`src/rtl/or_gate_16.sv`:
```
// ---------------------------------------------------------------------------
// or_gate_16
// Registered bitwise-OR unit used by the ALU for its OR operation.
// It computes out = a | b and registers the result with a latency of one
// cycle. It also registers zero/all-ones status flags for the ALU flag logic.
//
// Ports
//   clk        system clock; all state updates on the rising edge
//   rst        asynchronous, active-high reset
//   in_valid   operands a/b are valid this cycle
//   a, b       WIDTH-bit operands
//   out        registered result a | b (holds until the next accepted operand)
//   out_valid  out was captured on the previous edge (one-cycle pulse per op)
//   zero       registered: captured result is all zeros
//   ones       registered: captured result is all ones
// ---------------------------------------------------------------------------
module or_gate_16 #(
  parameter int WIDTH = 16
) (
  input  logic             clk,
  input  logic             rst,
  input  logic             in_valid,
  input  logic [WIDTH-1:0] a,
  input  logic [WIDTH-1:0] b,
  output logic [WIDTH-1:0] out,
  output logic             out_valid,
  output logic             zero,
  output logic             ones
);

  function automatic logic all_zero(input logic [WIDTH-1:0] v);
    return ~(|v);
  endfunction

  function automatic logic all_ones(input logic [WIDTH-1:0] v);
    return &v;
  endfunction

  // ---- stage p0: combinational OR and flag reduction ----
  logic [WIDTH-1:0] or_p0;
  logic             zero_p0;
  logic             ones_p0;

  assign or_p0   = a | b;
  assign zero_p0 = all_zero(or_p0);
  assign ones_p0 = all_ones(or_p0);

  // ---- stage p1: result, flags and valid registers ----
  logic [WIDTH-1:0] out_p1;
  logic             zero_p1;
  logic             ones_p1;
  logic             vld_p1;

  // The data registers are reset as well, so every output is defined from
  // reset onward. The reset value of zero is 1 because it describes out == 0.
  always_ff @(posedge clk or posedge rst) begin
    if (rst) begin
      out_p1  <= '0;
      zero_p1 <= 1'b1;
      ones_p1 <= 1'b0;
      vld_p1  <= 1'b0;
    end else begin
      vld_p1 <= in_valid;
      if (in_valid) begin
        out_p1  <= or_p0;
        zero_p1 <= zero_p0;
        ones_p1 <= ones_p0;
      end
    end
  end

  assign out       = out_p1;
  assign zero      = zero_p1;
  assign ones      = ones_p1;
  assign out_valid = vld_p1;

endmodule

```
`config.mk`:
```
export PLATFORM = sky130hd
export DESIGN_NAME = or_gate_16
export DESIGN_NICKNAME = d
export VERILOG_FILES = /design/src/rtl/or_gate_16.sv
export SDC_FILE = /design/constraint.sdc
export NUM_CORES = 1
export LEC_CHECK = 0
export BUFFER_PORTS_ARGS = -buffer_cell sky130_fd_sc_hd__buf_2
export CAP_MARGIN = 20
export CORE_MARGIN = 2
export CORE_UTILIZATION = 43
export DETAILED_ROUTE_END_ITERATION = 10
export GPL_ROUTABILITY_DRIVEN = 0
export PLACE_DENSITY = 0.82
export SYNTH_ARGS = -nofsm -noshare
export SYNTH_HDL_FRONTEND = slang
export SYNTH_SLANG_ARGS = --single-unit
```
`constraint.sdc`:
```
create_clock -name clk -period 1.3 [get_ports clk]
set_input_delay 0 -clock clk [delete_from_list [all_inputs] [get_ports clk]]
set_output_delay 0 -clock clk [all_outputs]
set_load 0.05 [all_outputs]
```
==> results of run 1 <==
-- kinds of logic after synthesis --
group,Yosys count
simple gates,44
flops,19
compound gates,22
buf+inv,6
-- final timing paths --
check / startpoint / to / slack [ps] / cells past startpoint
max: a[7] / ones$_DFFE_PP0P_ / 10 / 5
min: a[12] / out[12]$_DFFE_PP0P_ / 5 / 3
max reg2reg: out[1]$_DFFE_PP0P_ / out[1]$_DFFE_PP0P_ / 70 / 3
min reg2reg: zero$_DFFE_PP1P_ / zero$_DFFE_PP1P_ / 490 / 2
max in group asynchronous: rst / zero$_DFFE_PP1P_ / 780 / 4
min in group asynchronous: rst / out[5]$_DFFE_PP0P_ / 260 / 4
-- Yosys cell counts, drive strengths merged --
cell	number
dfrtp	18
a21oi	16
nor2	32
dfstp	1
nand2	2
nand4	3
inv	2
o41ai	2
o22ai	4
clkbuf	4
nor4	4
or4	3
-- sequential cells by signal (all words and copies together) (netlist names) --
| register | count |
|---|---|
| out_valid | 1 |
| out | 16 |
| ones | 1 |
| zero | 1 |
-- placed cells by master (no fill, tap or decap) --
cell type       n
nor4_1          4
o22ai_1         4
o41ai_4         1
dlygate4sd3_1  21
inv_1           2
nand2_1         2
buf_2          50
clkinv_2        1
nor2_1         27
nor2_4          2
dfstp_2         1
o41ai_1         1
clkbuf_4        3
nor2_2          3
or4_4           2
buf_4           2
dfrtp_1        18
a21oi_1        16
nand4_1         3
or4_1           1
-- worst reg2reg max path: stages (launching register included) --
cell           delay, ps
dfrtp_1              390
nor2_1               110
a21oi_1               50
dlygate4sd3_1        570
-- repair_timing --
action	4_1_cts	5_1_grt
buffers inserted	0	0
hold buffers	21	0
resized for setup	0	10
endpoints found under the setup margin	0	4
hold endpoints to repair	25	0
-- area by class of cell --
cell class | count | area share
inverters | 2 | 0.005425
well taps | 25 | 0.02260
clock buffers | 3 | 0.01627
multi-input cells | 66 | 0.2640
flip-flops and latches | 19 | 0.3445
repair buffers | 73 | 0.3436
clock inverters | 1 | 0.003617
-- report_power, final --
part	total, mW	internal, mW	switching, mW
sequential	0.654	0.632	0.0218
combinational	0.428	0.150	0.278
clock	0.288	0.114	0.173
-- layer usage --
metal,track usage,share of wire
met1,0.2822,0.38
met2,0.4320,0.53
met3,0.05660,0.088
met4,0.05946,0.0041
met5,0,0
==> impl_metrics.py, run 1 <==
metrics = {
    "die": {
        "dieHeight_um": 47.76,
        "initial_core_util": 0.4667,
        "boundaryPins": 54,
        "die_width_um": 47.76,
        "rows": 15,
        "design.die.area_um2": 2281,
        "floorplan.core_area_um2": 1764,
    },
    "logic_synthesis": {
        "synth-compound-area-share": 0.1581,
        "yosysSeqAreaShare": 0.5790,
        "yosys.area_share.simple": 0.2356,
        "synth.net_count": 126,
        "seq_cells_post_synth": 19,
        "synthesis.area_per_instance_um2": 9.047,
        "synth_fa_ha_area_frac": 0,
        "synth_warnings": 0,
        "synth_area_leader_cell": "dfrtp_1",
        "yosysUniqueCellTypes": 13,
        "syn_inst": 91,
        "combinational_family_with_the_most_area_after_synthesis": "simple AND/OR/NAND/NOR gates",
        "yosys.area.top_type_share": 0.5471,
        "netlist_area_um2": 823.3,
        "synth.top_cells.by_area": "dfrtp_1, nor2_1, a21oi_1",
        "yosys.area_share.xor_xnor": 0,
        "yosys-mux-area-fraction": 0,
    },
    "critical_path": {
        "max_stage_delay_ps": 540,
        "cpLargestDelayFamily": "buffers and inverters",
        "crit_fanout": 3,
        "path_class": "primary input to register",
        "timing.critical_path.required_ps": 1500,
        "end_kind": "register",
        "combined_buffer_and_inverter_count_along_the_critical_path": 2,
        "path_cells": "dlygate4sd3_1, buf_2, nor2_2, or4_4, o41ai_4",
        "cp_slowest_cell": "or4_4",
        "critPathLaunchType": "primary input",
        "timing.critical_path.arrival_ps": 1490,
    },
    "global_routing": {
        "via_count_of_the_first_global_routing_pass": 941,
        "grt_start_max_net_pins": 22,
        "gr-total-overflow": 0,
        "grt_antenna_before_repair": 0,
        "grt_pass1_wl_mm": 3.767,
        "global_route.usage.total": 0.2382,
    },
    "finish": {
        "area_occupied_by_multi_input_gates_um2": 365.4,
        "post_route_cells_drive_above_1_share": 0.3963,
        "finish.utilization": 0.7844,
        "area_growth_syn_to_layout_pct": 68.09,
        "number_of_cells_in_the_finished_layout_apart_from_fillers": 189,
        "fillers": 139,
        "final_cell_area_um2": 1384,
        "register_area_um2": 476.7,
        "finish.net_count": 200,
        "antenna-diode-count": 0,
    },
    "timing": {
        "setup-violations-final": 0,
        "finalClockSkew_ps": 0,
        "post-route-min-period_ps": 1288,
        "final_critical_path_setup_slack_ps": 12.39,
        "fmaxAchievable_mhz": 776.6,
        "timing.final.hold_violations": 0,
        "worstMarginPinSlew_ps": 281.8,
        "timing.setup.tns_ps": 0,
        "post_route_clock_period_utilization": 0.9905,
        "report.final.slew_viol_count": 0,
        "timing.max_slew.rel_slack": 0.8104,
        "final.hold.worst_slack_ps": 5.122,
    },
    "clock_tree": {
        "cts_tree": "done",
        "clk-insertion-delay-late_ps": 290,
        "clock_path_buffers": 2,
        "htree_levels": 1,
        "cts-root-buf": "clkbuf_4",
        "number_of_cts_inserted_buffers": 3,
        "sink_count_of_the_clock_tree": 19,
        "clkTransAtPathRegs_ps": 110,
    },
    "placement": {
        "preCtsSetupSlack_ps": 146.4,
        "placed_area_um2": 1120,
        "dpl.cell_count": 167,
        "dp.final_hpwl_mm": 1.649,
        "port_buffers": 53,
    },
    "pwr": {
        "pwr_density_cell_nw_per_um2": 989.9,
        "worst_ir_drop_vdd_uv": 671.8,
        "totalPowerFinal_mw": 1.370,
        "leakage_nw": 0.6332,
    },
    "hold_path": {
        "class_of_the_worst_hold_path": "primary input to register",
    },
    "detailed_routing": {
        "wl_per_cell_um": 13.02,
        "detail_route.vias_per_cell": 5.138,
        "initialDrtViolationCount": 10,
        "final_wirelength_mm": 2.460,
        "route.antenna.remaining_nets": 0,
        "via_count": 971,
        "dr.pass1.iters": 4,
        "route.detailed.drc": 0,
    },
    "job": {
        "drv.max_cap_violation_count": 0,
    },
    "status": {
        "outcome": "finished clean",
    },
}
Power figures use the tool's default switching activity.
==> run 2, diff against run 1 <==
==> config.mk (replaced) <==
export PLATFORM = sky130hd
export DESIGN_NAME = or_gate_16
export DESIGN_NICKNAME = d
export VERILOG_FILES = /design/src/rtl/or_gate_16.sv
export SDC_FILE = /design/constraint.sdc
export NUM_CORES = 1
export LEC_CHECK = 0
export CAP_MARGIN = 20
export CORE_MARGIN = 2
export CORE_UTILIZATION = 47
export DETAILED_ROUTE_END_ITERATION = 10
export DONT_BUFFER_PORTS = 1
export GPL_ROUTABILITY_DRIVEN = 0
export GPL_TIMING_DRIVEN = 1
export SYNTH_ARGS = -nofsm -noshare
export SYNTH_HDL_FRONTEND = slang
export SYNTH_SLANG_ARGS = --single-unit
==> impl_metrics.py, run 2 (synthesis results as in run 1) <==
metrics = {
    "die": {
        "die_width_um": 45.86,
        "boundaryPins": 54,
        "initial_core_util": 0.4874,
        "floorplan.core_area_um2": 1689,
        "rows": 15,
        "design.die.area_um2": 2103,
        "dieHeight_um": 45.86,
    },
    "timing": {
        "post-route-min-period_ps": 1236,
        "timing.max_slew.rel_slack": 0.6059,
        "setup-violations-final": 0,
        "finalClockSkew_ps": 0,
        "fmaxAchievable_mhz": 808.8,
        "grt_setup_unrepaired": "false",
        "post_route_clock_period_utilization": 0.9510,
        "report.final.slew_viol_count": 0,
        "timing.final.hold_violations": 0,
        "timing.setup.tns_ps": 0,
        "worstMarginPinSlew_ps": 591.1,
    },
    "finish": {
        "antenna-diode-count": 0,
        "mostFrequentLayoutCell": "dlygate4sd3_1",
        "area_growth_syn_to_layout_pct": 79.03,
        "flip_flop_count_of_the_largest_register_all_copies_and_words_added": 16,
        "finish.net_count": 193,
        "final_cell_mix": "dlygate4sd3_1, nor2_1, buf_4",
        "number_of_cells_in_the_finished_layout_apart_from_fillers": 174,
        "post_route_cells_drive_above_1_share": 0.1592,
    },
    "critical_path": {
        "max_stage_delay_ps": 540,
        "r2r.worst_path.cells": 3,
        "path_cells": "dlygate4sd3_1, nor2_1, or4_1, o41ai_2",
        "timing.critical_path.depth": 4,
        "cp_slowest_cell": "dlygate4sd3_1",
        "end_kind": "register",
        "timing.critical_path.arrival_ps": 1440,
        "timing.critical_path.required_ps": 1500,
        "path_class": "primary input to register",
        "critPathLaunchType": "primary input",
        "cpLargestDelayFamily": "simple AND/OR/NAND/NOR gates",
        "crit_fanout": 3,
        "combined_buffer_and_inverter_count_along_the_critical_path": 1,
    },
    "clock_tree": {
        "cts-root-buf": "clkbuf_4",
        "clock_path_buffers": 2,
        "cts_tree": "done",
        "htree_levels": 1,
        "clk-insertion-delay-late_ps": 290,
        "sink_count_of_the_clock_tree": 19,
        "clkTransAtPathRegs_ps": 110,
        "number_of_cts_inserted_buffers": 3,
    },
    "detailed_routing": {
        "route.antenna.remaining_nets": 0,
        "route.detailed.drc": 0,
        "initialDrtViolationCount": 25,
        "final_wirelength_mm": 2.847,
        "wl_per_cell_um": 16.36,
        "detail_route.vias_per_cell": 5.552,
        "via_count": 966,
        "dr.pass1.iters": 5,
    },
    "placement": {
        "dpl.cell_count": 123,
        "port_buffers": 0,
        "dp.final_hpwl_mm": 1.396,
    },
    "pwr": {
        "worst_ir_drop_vdd_uv": 647.8,
        "leakage_nw": 0.6130,
        "pwr_density_cell_nw_per_um2": 950.5,
    },
    "hold_path": {
        "class_of_the_worst_hold_path": "primary input to register",
        "hold-path-cell-count": 3,
    },
    "global_routing": {
        "grt_pass1_wl_mm": 4.167,
        "grt_start_max_net_pins": 20,
        "gr-total-overflow": 0,
        "global_route.usage.total": 0.2867,
        "grt_antenna_before_repair": 0,
        "via_count_of_the_first_global_routing_pass": 1021,
    },
    "status": {
        "outcome": "finished clean",
    },
    "job": {
        "drv.max_cap_violation_count": 0,
    },
}
-- run 2: worst paths after layout --
kind	to	slack, ps	start
min	ones$_DFFE_PP0P_	40	a[9]
min reg2reg	zero$_DFFE_PP1P_	500	zero$_DFFE_PP1P_
max in group asynchronous	out[15]$_DFFE_PP0P_	660	rst
max reg2reg	out[1]$_DFFE_PP0P_	60	out[1]$_DFFE_PP0P_
max	ones$_DFFE_PP0P_	60	b[1]
min in group asynchronous	out[5]$_DFFE_PP0P_	150	rst
-- run 2: repair_timing --
action,in CTS,in global routing
hold buffers,47,0
resized for setup,0,2
endpoints found under the hold margin,38,0
setup buffers,0,0
endpoints found under the setup margin,0,3
-- run 2: area by class of cell --
cell class | count | area (µm²)
Multi-Input combinational cell | 66 | 326.6
Timing Repair Buffer | 66 | 615.6
Clock buffer | 4 | 26.28
Tap cell | 17 | 21.27
Inverter | 2 | 7.507
Fill cell | 84 | 215.2
Sequential cell | 19 | 476.7
-- run 2: power by group --
part           switching, mW  internal, mW
logic                  0.250         0.190
clock network          0.179         0.119
registers             0.0301         0.632
total                  0.459         0.942
-- run 2: worst reg2reg max path, stage by stage, from the launching register on --
cell and delay, ps:
dfrtp_1 420, nor2_2 110, a21oi_1 50, dlygate4sd3_1 550
-- run 2: stage by stage --
stage	power [mW]	utilization	hold WS [ps]	area, µm²	setup WS [ps]
global route	1.464	0.8726	77.36	1474	5.082
CTS	1.395	0.8696	26.41	1469	4.067
global placement	0.9642	0.5756	-84.44	972.2	310.4
finish	1.401	0.8726	38.22	1474	63.67
floorplan	0.8943	-	-49.61	823.3	322.1
detailed placement	0.9698	0.5756	-82.45	972.2	270.4
-- run 2: metal layers --
metal	share of wire	up-vias	global-route usage
li1	-	453	-
met1	0.36	448	0.2755
met2	0.57	61	0.5694
met3	0.061	4	0.05159
met4	0.0091	0	0.1257
met5	0	-	0
